## config.mk

```make
export PLATFORM = sky130hd
export DESIGN_NAME = update_knn8_div_seq
export DESIGN_NICKNAME = d
export VERILOG_FILES = /design/src/rtl/update_knn8_div_seq.sv
export SDC_FILE = /design/constraint.sdc
export NUM_CORES = 1
export LEC_CHECK = 0
export CAP_MARGIN = 20
export CORE_MARGIN = 5
export CORE_UTILIZATION = 45
export CTS_CLUSTER_DIAMETER = 40
export CTS_CLUSTER_SIZE = 24
export DETAILED_ROUTE_END_ITERATION = 8
export GPL_ROUTABILITY_DRIVEN = 1
export GPL_TIMING_DRIVEN = 1
export PLACE_DENSITY_LB_ADDON = 0.05
export SYNTH_ARGS = -nofsm -noshare
export SYNTH_HDL_FRONTEND = slang
export SYNTH_SLANG_ARGS = --single-unit
```

## constraint.sdc

```tcl
create_clock -name clk -period 1.95 [get_ports clk]
set_input_delay 0.195 -clock clk [delete_from_list [all_inputs] [get_ports clk]]
set_output_delay 0.195 -clock clk [all_outputs]
set_load 0.05 [all_outputs]
```

## src/rtl/update_knn8_div_seq.sv

```systemverilog
// Radix-2 restoring unsigned divider with valid/ready handshakes and a global clock enable.
// Recovers quotient/remainder from update_knn8 products; one quotient bit per enabled BUSY cycle.
module update_knn8_div_seq #(
    parameter int unsigned DIVIDEND_WIDTH = 32,
    parameter int unsigned DIVISOR_WIDTH  = 15,
    parameter int unsigned CNT_WIDTH      = 6
) (
    input  logic                      clk,
    input  logic                      reset,
    input  logic                      ce,
    input  logic                      in_valid,
    output logic                      in_ready,
    input  logic [DIVIDEND_WIDTH-1:0] dividend,
    input  logic [DIVISOR_WIDTH-1:0]  divisor,
    output logic                      out_valid,
    input  logic                      out_ready,
    output logic [DIVIDEND_WIDTH-1:0] quotient,
    output logic [DIVISOR_WIDTH-1:0]  remainder,
    output logic                      div_by_zero
);

    typedef enum logic [1:0] {
        IDLE = 2'd0,
        BUSY = 2'd1,
        DONE = 2'd2
    } state_t;

    localparam logic [CNT_WIDTH-1:0] LAST_CNT = CNT_WIDTH'(DIVIDEND_WIDTH);

    state_t                    state_q, state_d;
    logic [CNT_WIDTH-1:0]      cnt_q, cnt_d;
    logic [DIVIDEND_WIDTH-1:0] shift_q, shift_d;
    logic [DIVISOR_WIDTH-1:0]  dsr_q, dsr_d;
    logic [DIVISOR_WIDTH:0]    prem_q, prem_d;
    logic [DIVIDEND_WIDTH-1:0] quot_q, quot_d;
    logic [DIVISOR_WIDTH-1:0]  rem_q, rem_d;
    logic                      dbz_q, dbz_d;

    logic [DIVISOR_WIDTH+1:0]  prem_sh;
    logic [DIVISOR_WIDTH:0]    prem_sub;
    logic                      q_bit;
    logic                      accept;
    logic                      out_hs;

    assign in_ready    = reset & ce & (state_q == IDLE);
    assign out_valid   = (state_q == DONE);
    assign quotient    = quot_q;
    assign remainder   = rem_q;
    assign div_by_zero = dbz_q;

    assign accept = in_valid & in_ready;
    assign out_hs = out_valid & out_ready & ce;

    // Partial remainder stays below the divisor, so the shifted value fits in one extra bit.
    always_comb begin
        prem_sh  = {prem_q, shift_q[DIVIDEND_WIDTH-1]};
        q_bit    = (prem_sh >= {2'b00, dsr_q});
        prem_sub = prem_sh[DIVISOR_WIDTH:0] - {1'b0, dsr_q};
    end

    always_comb begin
        state_d = state_q;
        cnt_d   = cnt_q;
        shift_d = shift_q;
        dsr_d   = dsr_q;
        prem_d  = prem_q;
        quot_d  = quot_q;
        rem_d   = rem_q;
        dbz_d   = dbz_q;
        if (ce) begin
            case (state_q)
                IDLE: begin
                    if (accept) begin
                        shift_d = dividend;
                        dsr_d   = divisor;
                        prem_d  = '0;
                        cnt_d   = '0;
                        if (divisor == '0) begin
                            quot_d  = '1;
                            rem_d   = '0;
                            dbz_d   = 1'b1;
                            state_d = DONE;
                        end else begin
                            state_d = BUSY;
                        end
                    end
                end
                BUSY: begin
                    // One extra enabled cycle after the last iteration registers the result.
                    if (cnt_q == LAST_CNT) begin
                        quot_d  = shift_q;
                        rem_d   = prem_q[DIVISOR_WIDTH-1:0];
                        dbz_d   = 1'b0;
                        state_d = DONE;
                    end else begin
                        shift_d = {shift_q[DIVIDEND_WIDTH-2:0], q_bit};
                        prem_d  = q_bit ? prem_sub : prem_sh[DIVISOR_WIDTH:0];
                        cnt_d   = cnt_q + 1'b1;
                    end
                end
                DONE: begin
                    if (out_hs) begin
                        state_d = IDLE;
                    end
                end
                default: state_d = IDLE;
            endcase
        end
    end

    always_ff @(posedge clk or negedge reset) begin
        if (!reset) begin
            state_q <= IDLE;
            cnt_q   <= '0;
            shift_q <= '0;
            dsr_q   <= '0;
            prem_q  <= '0;
            quot_q  <= '0;
            rem_q   <= '0;
            dbz_q   <= 1'b0;
        end else begin
            state_q <= state_d;
            cnt_q   <= cnt_d;
            shift_q <= shift_d;
            dsr_q   <= dsr_d;
            prem_q  <= prem_d;
            quot_q  <= quot_d;
            rem_q   <= rem_d;
            dbz_q   <= dbz_d;
        end
    end

endmodule

```

==> results of run 1 <==
critical path, delay by kind of cell, from the launching register on:
kind	cells	cell delay, ns
AO/OA/AOI/OAI	5	1.20
adder cells (fa/ha/maj)	1	0.25
flip-flops	1	0.44
AND/OR/NAND/NOR	1	0.15
layer usage:
metal	wire length, um	part of all wire [%]	global-route usage (%)	up-vias
met2	8920	50	36.3	162
met4	310	1.7	7.27	0
met1	7690	43	27.4	2662
met5	0	0	0	-
li1	-	-	-	2567
met3	882	5.0	5.45	37
power by group:
group	leakage [nW]	switching, mW	internal (mW)
registers	1.46	0.798	3.63
logic	2.43	6.63	5.61
clock network	0.300	1.15	2.17
total	4.19	8.58	11.4
final cells by class:
cell class | count | area, um2 | area share [%]
clock buffers | 20 | 447 | 4.78
clock inverters | 12 | 176 | 1.89
inverters | 22 | 82.6 | 0.884
multi-input cells | 404 | 3290 | 35.3
flip-flops and latches | 119 | 2980 | 31.9
well taps | 176 | 220 | 2.36
repair buffers | 237 | 2140 | 22.9
sequential cells by signal, indices dropped and copies added, names as in the netlist:
name / count
cnt_q: 6
div_by_zero: 1
dsr_q: 15
prem_q: 16
quotient: 32
remainder: 15
shift_q: 32
state_q: 2
repair_timing:
item,4_1_cts,5_1_grt
pin swaps,23,35
cloned,0,2
resized for setup,17,66
hold endpoints to repair,119,0
hold buffers,1,0
setup buffers,7,9
setup endpoints to repair,27,99
through the flow:
stage          util, %  TNS, ns  worst slack, ns
6_report          71.4    -2.59           -0.254
5_1_grt           71.4    -3.71           -0.306
4_1_cts           68.1    -2.33           -0.195
3_5_place_dp      62.1   -16.48           -0.381
3_3_place_gp      62.1   -14.01           -0.351
2_1_floorplan        -   -0.274          -0.0426
worst min-delay path by stage:
stage | start | cells after the start | slack, ns | end
final | divisor[5] | 3 | 0.37 | dsr_q[5]$_DFFE_PN0P_
after global routing | divisor[5] | 3 | 0.37 | dsr_q[5]$_DFFE_PN0P_
after global placement | reset | 2 | 0.39 | remainder[13]$_DFFE_PN0P_
after floorplan | reset | 0 | -0.10 | cnt_q[0]$_DFFE_PN0P_
after CTS | divisor[5] | 3 | 0.36 | dsr_q[5]$_DFFE_PN0P_
after detailed placement | reset | 2 | 0.40 | remainder[13]$_DFFE_PN0P_
kinds of logic (layout without fill, tap and decap cells):
kind of cell,after synthesis,in the layout,share of synthesized area (%)
AO/OA/AOI/OAI,175,175,21.5
XOR/XNOR,14,14,2.07
adder cells (fa/ha/maj),18,18,3.92
buffers and inverters,55,291,3.94
flip-flops,119,119,50.2
multiplexers,31,31,5.23
AND/OR/NAND/NOR,166,166,13.1
synthesized netlist by cell type (13+ instances only):
library cell	n
a22o_1	15
buf_2	16
clkbuf_1	16
dfrtp_1	119
ha_1	17
inv_1	22
mux2i_1	31
nand2_1	86
nand3_1	13
nor2_1	21
o21ai_0	55
o22a_1	31
==> impl_metrics.json, run 1 <==
{
  "outcome": "finished, violations left",
  "violations": "setup timing",
  "maxSlewViolCount": 0,
  "worstReg2RegEnd": "prem_q[5]$_DFFE_PN0P_",
  "final_common_cell": "buf_4",
  "finalCriticalPeriod_ns": 2.20,
  "vias": 5428,
  "clockBufferDepth": 2,
  "arrival_ns": 2.47,
  "clock_skew_ns": 0.0101,
  "final_antenna_net_count": 0,
  "die_area_um2": 15600,
  "place_inst": 941,
  "yosys_warnings": 0,
  "grt_pass1_vias": 5419,
  "max_slew_margin_pct": 57.2,
  "drc": 0,
  "drt-initial-drc-count": 388,
  "gp_congestion": 0.863,
  "worstSetupPathType": "reg2reg",
  "syn_area_per_cell_um2": 10.3,
  "critPathRequiredTime_ns": 2.21,
  "syn2layout_area_growth_pct": 57.4,
  "worst_slew_pin_slew_ns": 0.642,
  "r2r_setup_slack_ns": -0.25,
  "synth_edf_count": 0,
  "min_period_over_period_pct": 113,
  "final_cell_count_no_fill": 990,
  "syn-instance-count": 578,
  "overflow": 0,
  "cp-start-kind": "register",
  "yosys_register_bits": 119,
  "fmax_mhz": 454,
  "insertion_delay_ns": 0.42,
  "numClockSinks": 119,
  "clk_pin_slew_worst_paths_ns": 0.06,
  "crit_path_end": "prem_q[5]$_DFFE_PN0P_",
  "cpPeakStageDelay_ns": 0.44,
  "drive_gt1_share_pct": 31.3,
  "worstPathMaxFanout": 8,
  "grt_pass1_wl_um": 27400,
  "final_cell_mix": "buf_4, dfrtp_1, clkdlybuf4s50_1",
  "ys.flop_type": "dfrtp_1",
  "hpwl_um": 11900,
  "hold_viol_final": 0,
  "cts_tree": "built",
  "fin_area_um2": 9340,
  "die_w_um": 125,
  "initial_core_util_pct": 45.3,
  "fin_nets": 871,
  "syn_area_um2": 5930,
  "drt_wl_total_um": 17800,
  "die_y_um": 125,
  "rsz0062_at_grt": "true",
  "setup_viol": 17,
  "diodes": 0,
  "core-area_um2": 13100,
  "startpoint": "prem_q[2]$_DFFE_PN0P_",
  "path_cells": "ha_4, a21o_1, nand2b_4, o21a_4, o31a_4, o21ai_4, o211ai_1",
  "worstRegToRegCells": 7,
  "dr.pass1.iters": 5,
  "io_pins": 102,
  "vdd_ir_drop_max_v": 0.000923,
  "clock-root-buffer": "clkbuf_16",
  "synth_area_leaders": "dfrtp_1, nand2_1, mux2i_1",
  "dpl_cell_area_um2": 8120,
  "maxCapViolCount": 0,
  "p_leak_nw": 4.19,
  "hp-class": "in2reg",
  "seq_area_frac_synth_pct": 50.2,
  "cts_max_level": 4,
  "drt-wirelength-per-cell_um": 18.0,
  "end_kind": "register",
  "rr_startpoint": "prem_q[2]$_DFFE_PN0P_",
  "grt_max_degree": 120,
  "viasPerCell": 5.48,
  "synth_top_area_share_pct": 50.2,
  "io_buffers": 101,
  "postLayoutSetupSlackWorst_ns": -0.254,
  "hold_ws_ns": 0.369,
  "cts_buffers": 17,
  "ys_types": 61,
  "slowest_stage": "dfrtp_1",
  "grtUsageTotal_pct": 21.6,
  "power_mw": 20.0,
  "row_count": 42,
  "fillers": 951,
  "yosysTopAreaCell": "dfrtp_1",
  "antenna_found_initial": 0,
  "async_flop_share_pct": 100,
  "synth_nets": 648,
  "p_per_area_nw_per_um2": 2140
}
Note: power is estimated with default switching activity, not from simulation.
==> inputs of run 2 (changes only) <==
==> constraint.sdc (replaced) <==
create_clock -name clk -period 1.95 [get_ports clk]
set_input_delay 0.2925 -clock clk [delete_from_list [all_inputs] [get_ports clk]]
set_output_delay 0.2925 -clock clk [all_outputs]
set_load 0.05 [all_outputs]
==> run 2 against run 1 <==
The flow finishes with violations (hold timing, setup timing). Clock-buffer cell count did not move. Final area rose by 2.8%. Global-route usage rose by 1.3 points. Core utilization rose by 2.0 points. Die area did not move. Worst hold slack got worse by 0.39 ns. Combinational power barely moved. Clock skew fell by 0.0037 ns.
==> impl_metrics.json, run 2 (synthesized netlist as in run 1, its figures left out) <==
{
  "cts_max_level": 4,
  "cpPeakStageDelay_ns": 0.43,
  "worstPathMaxFanout": 6,
  "met2_usage_pct": 40.3,
  "setup_viol": 17,
  "hpwl_um": 12200,
  "clockBufferDepth": 2,
  "worst_slew_pin_slew_ns": 0.671,
  "fin_area_um2": 9600,
  "postLayoutSetupSlackWorst_ns": -0.265,
  "cp_num_buf_inv": 1,
  "finalCriticalPeriod_ns": 2.21,
  "grtUsageTotal_pct": 22.9,
  "insertion_delay_ns": 0.42,
  "cell_internal_pwr_mw": 11.7,
  "pwr-share-seq_pct": 22.0,
  "maxCapViolCount": 0,
  "final_antenna_net_count": 0,
  "critPathRequiredTime_ns": 2.27,
  "drive_gt1_share_pct": 34.4,
  "syn2layout_area_growth_pct": 61.8,
  "clock_skew_ns": 0.00633,
  "max_slew_margin_pct": 55.2,
  "multiInputGateArea_um2": 3280,
  "hold_viol_final": 37,
  "dr.pass1.iters": 4,
  "fmax_mhz": 452,
  "fillers": 929,
  "gp_congestion": 0.845,
  "rr_startpoint": "prem_q[0]$_DFFE_PN0P_",
  "end_kind": "register",
  "p_leak_nw": 4.35,
  "cts_tree": "built",
  "grt_pass1_vias": 5688,
  "rsz0062_at_grt": "true",
  "drt-initial-drc-count": 364,
  "row_count": 42,
  "core-area_um2": 13100,
  "p_switching_mw": 8.56,
  "die_w_um": 125,
  "area.sequential_um2": 2980,
  "die_area_um2": 15600,
  "dpl_cell_area_um2": 8220,
  "arrival_ns": 2.53,
  "worstSetupPathType": "reg2reg",
  "hp-class": "in2async",
  "io_buffers": 101,
  "p_per_area_nw_per_um2": 2110,
  "gr-usage-met1_pct": 27.8,
  "vdd_ir_drop_max_v": 0.000938,
  "hold_ws_ns": -0.0184,
  "cp-start-kind": "register",
  "path_cells": "ha_4, nor2b_4, o21ba_4, o21a_4, o31ai_4, buf_6, a22oi_2, o31ai_2",
  "numClockSinks": 119,
  "fin_nets": 897,
  "switching_share_pct": 42.3,
  "clk_pin_slew_worst_paths_ns": 0.06,
  "grtUsageMet3_pct": 5.32,
  "viasPerCell": 5.46,
  "startpoint": "prem_q[0]$_DFFE_PN0P_",
  "slowest_stage": "dfrtp_1",
  "antenna_found_initial": 0,
  "clockPowerShare_pct": 16.4,
  "drt_wl_total_um": 18200,
  "vias": 5541,
  "combPwrFrac_pct": 61.6,
  "initial_core_util_pct": 45.3,
  "final_common_cell": "buf_4",
  "maxSlewViolCount": 0,
  "overflow": 0,
  "setup-tns-final_ns": -3.32,
  "grt.busiest_layer": "met2",
  "clock-root-buffer": "clkbuf_16",
  "diodes": 0,
  "drt-wirelength-per-cell_um": 17.9,
  "grt_max_degree": 120,
  "drc": 0,
  "pre_cts_ws_ns": -0.325,
  "min_period_over_period_pct": 114,
  "cts_hold_repair.buffers": 0,
  "violations": "hold timing, setup timing",
  "io_pins": 102,
  "cts_buffers": 17,
  "cpLargestDelayFamily": "compound AO/OA/AOI/OAI gates",
  "outcome": "finished, violations left",
  "grt_pass1_wl_um": 28800,
  "die_y_um": 125,
  "final_cell_mix": "buf_4, dfrtp_1, clkdlybuf4s50_1"
}
-- run 2: changes by cell type in the layout (fill, tap and decap cells not counted), moves of 3 or more --
cell	change
buf_4	+24
inv_2	+5
inv_1	-6
clkdlybuf4s50_1	-3
-- run 2: per-stage QoR --
stage / util [%] / power (mW) / instances / hold WS [ns]
CTS: 70.6 / 19.4 / 999 / 0.0487
finish: 73.4 / 20.3 / 1015 / -0.0184
floorplan: - / 10.9 / 578 / -0.00309
detailed placement: 62.8 / 15.1 / 954 / 0.495
global placement: 62.8 / 14.9 / 954 / 0.486
global route: 73.4 / 21.4 / 1015 / 0.0781
-- run 2: worst reg2reg max path, cell delays in order (launching register included) --
cell and delay [ns]:
dfrtp_1 0.43, ha_4 0.28, nor2b_4 0.14, o21ba_4 0.20
o21a_4 0.25, o31ai_4 0.31, buf_6 0.18, a22oi_2 0.09
o31ai_2 0.25
-- run 2: layout make-up --
cell class,count,share of cell area [%]
clock buffer,20,4.76
clock inverter,11,1.80
inverter,22,0.886
multi-input combinational,404,34.1
sequential,119,31.0
tap,176,2.29
timing repair buffer,263,25.1
-- run 2: routing by layer --
layer  vias to the layer above  wire [um]
li1                       2623          -
met5                         -          0
met1                      2758       7710
met4                         0        323
met3                        30        856
met2                       130       9330
-- run 2: power by group through the flow --
stage	sequential (mW)	combinational (mW)	clock, mW
final	4.45	12.5	3.33
after global routing	4.57	13.4	3.48
after CTS	4.41	11.7	3.36
after detailed placement	4.41	10.7	0
after global placement	4.35	10.5	0
after floorplan	5.94	5.00	0
-- run 2: path summary, 6_finish.rpt --
path,end,slack [ns],cells past startpoint
max,prem_q[13]$_DFFE_PN0P_,-0.26,8
min reg2reg,quotient[12]$_DFFE_PN0P_,0.51,1
min,remainder[9]$_DFFE_PN0P_,-0.02,2
max reg2reg,prem_q[13]$_DFFE_PN0P_,-0.26,8
min in group clk,dsr_q[6]$_DFFE_PN0P_,0.48,3
max in group asynchronous,remainder[0]$_DFFE_PN0P_,1.43,2
-- run 2: what timing repair did --
item	CTS	global route
buffers inserted	13	15
resized for setup	48	48
gates cloned	1	3
setup endpoints to repair	96	98
pin swaps	23	37
==> inputs of run 3 (changes only) <==
Settings changed: CORE_MARGIN 5 to default.
==> run 3 against run 2 <==
The run still ends with hold timing, setup timing left. Core utilization decreased by 1.0 points. Power decreased by 4.2%. Combinational power decreased by 5%. Clock skew increased by 0.0022 ns. Wire length decreased by 5.4%. Final area decreased by 4.1%. Worst hold slack improved by 0.013 ns. Die area decreased by 12%. Clock-buffer cell count decreased by 1. Sequential power about the same. Largest cell class unchanged.
==> impl_metrics.json, run 3 (synthesized netlist as in run 1, its figures left out) <==
{
  "initial_core_util_pct": 46.6,
  "vias": 5384,
  "fin_nets": 870,
  "vdd_ir_drop_max_v": 0.000860,
  "io_buffers": 101,
  "clockBufferDepth": 2,
  "final_common_cell": "buf_4",
  "final_cell_mix": "buf_4, dfrtp_1, clkdlybuf4s50_1",
  "dr.pass1.iters": 4,
  "worstReg2RegEnd": "prem_q[13]$_DFFE_PN0P_",
  "combPwrFrac_pct": 61.1,
  "insertion_delay_ns": 0.42,
  "worst_slew_pin_slew_ns": 0.746,
  "hpwl_um": 11800,
  "row_count": 41,
  "maxCapViolCount": 0,
  "grt_pass1_vias": 5525,
  "clock_skew_ns": 0.00848,
  "cell_internal_pwr_mw": 11.0,
  "switching_share_pct": 43.3,
  "setup_viol": 17,
  "max_slew_margin_pct": 49.7,
  "cts_buffers": 17,
  "rr_startpoint": "prem_q[0]$_DFFE_PN0P_",
  "maxSlewViolCount": 0,
  "drc": 0,
  "fmax_mhz": 467,
  "cts_tree": "built",
  "die_area_um2": 13600,
  "hold_viol_final": 3,
  "critPathRequiredTime_ns": 2.26,
  "r2r_setup_slack_ns": -0.19,
  "outcome": "finished, violations left",
  "worstRegToRegCells": 8,
  "p_leak_nw": 4.16,
  "gp_congestion": 0.900,
  "drive_gt1_share_pct": 30.3,
  "clock-root-buffer": "clkbuf_16",
  "hold_ws_ns": -0.00522,
  "fin_area_um2": 9210,
  "grtUsageTotal_pct": 26.7,
  "die_w_um": 117,
  "numClockSinks": 119,
  "clockPowerShare_pct": 16.1,
  "p_per_area_nw_per_um2": 2110,
  "syn2layout_area_growth_pct": 55.2,
  "core-area_um2": 12700,
  "dpl_cell_area_um2": 8170,
  "io_pins": 102,
  "rsz0062_at_grt": "true",
  "finalCriticalPeriod_ns": 2.14,
  "overflow": 0,
  "drt_wl_total_um": 17200,
  "postLayoutSetupSlackWorst_ns": -0.192,
  "arrival_ns": 2.45,
  "drt-wirelength-per-cell_um": 17.5,
  "grt_max_degree": 120,
  "end_kind": "register",
  "pre_cts_ws_ns": -0.422,
  "pwr-share-seq_pct": 22.8,
  "die_y_um": 117,
  "cts_max_level": 4,
  "grt_pass1_wl_um": 27600,
  "antenna_found_initial": 0,
  "hp-class": "in2async",
  "p_switching_mw": 8.41,
  "min_period_over_period_pct": 110,
  "worstSetupPathType": "reg2reg",
  "diodes": 0,
  "drt-initial-drc-count": 372,
  "violations": "hold timing, setup timing",
  "final_util_pct": 72.4,
  "clk_pin_slew_worst_paths_ns": 0.06,
  "worstPathMaxFanout": 6,
  "final_antenna_net_count": 0,
  "cp-start-kind": "register",
  "viasPerCell": 5.47
}
==> run 3: cell types whose count changed in the layout (fill, tap and decap cells not counted), sizes merged <==
| cell | before | now |
|---|---|---|
| buf | 163 | 136 |
| clkdlybuf4s50 | 95 | 98 |
| clkinv | 2 | 5 |
| bufinv | 4 | 2 |
| clkbuf | 23 | 21 |
| dlymetal6s2s | 2 | 0 |
| inv | 23 | 24 |
==> run 3: what timing repair did <==
item,4_1_cts,5_1_grt
pin swaps,22,11
buffers inserted,7,2
gates resized for setup,46,19
cloned,0,2
setup endpoints to repair,40,99
hold buffers,0,0
==> run 3: how the worst max path moves through the flow <==
stage,startpoint,end,slack (ns),cells after the start
detailed placement,ce,prem_q[11]$_DFFE_PN0P_,-0.42,7
CTS,prem_q[0]$_DFFE_PN0P_,prem_q[11]$_DFFE_PN0P_,-0.20,9
finish,prem_q[0]$_DFFE_PN0P_,prem_q[13]$_DFFE_PN0P_,-0.19,8
global placement,ce,prem_q[11]$_DFFE_PN0P_,-0.30,7
floorplan,dsr_q[1]$_DFFE_PN0P_,prem_q[13]$_DFFE_PN0P_,-0.04,9
global route,prem_q[0]$_DFFE_PN0P_,prem_q[13]$_DFFE_PN0P_,-0.27,8
==> run 3: final cells by class <==
cell class / instances / area (um2)
flip-flops and latches: 119 / 2980
repair buffers: 236 / 2140
inverters: 22 / 82.6
clock inverters: 13 / 148
well taps: 172 / 215
clock buffers: 19 / 443
fillers: 965 / 3520
multi-input cells: 404 / 3200
==> run 3: layer usage <==
| metal | global-route usage [%] | part of all wire, % | vias up |
|---|---|---|---|
| met5 | 0 | 0 | - |
| met2 | 47.0 | 52 | 129 |
| met4 | 12.0 | 2.2 | 0 |
| li1 | - | - | 2569 |
| met1 | 32.1 | 42 | 2658 |
| met3 | 4.48 | 4.4 | 28 |
==> run 3: worst max-delay path, stage by stage, from the launching register on <==
cell and delay (ns):
dfrtp_1 0.39, ha_1 0.31, nor2b_4 0.14, o21ba_4 0.19, o21a_4 0.25, o31ai_4 0.25
buf_4 0.21, a22oi_2 0.08, o31ai_2 0.22
==> run 3: power by group through the flow <==
| stage | clock [mW] | sequential (mW) | combinational (mW) |
|---|---|---|---|
| finish | 3.12 | 4.43 | 11.9 |
| global route | 3.27 | 4.56 | 12.7 |
| detailed placement | 0 | 4.41 | 10.6 |
| CTS | 3.16 | 4.42 | 11.5 |
| floorplan | 0 | 5.94 | 5.00 |
| global placement | 0 | 4.37 | 10.4 |
==> run 3: stage by stage <==
stage | std cells | TNS [ns] | power (mW)
6_report | 985 | -2.48 | 19.4
5_1_grt | 985 | -3.67 | 20.6
4_1_cts | 981 | -2.40 | 19.1
3_5_place_dp | 942 | -24.42 | 15.0
3_3_place_gp | 942 | -19.71 | 14.7
2_1_floorplan | 578 | -0.274 | 10.9
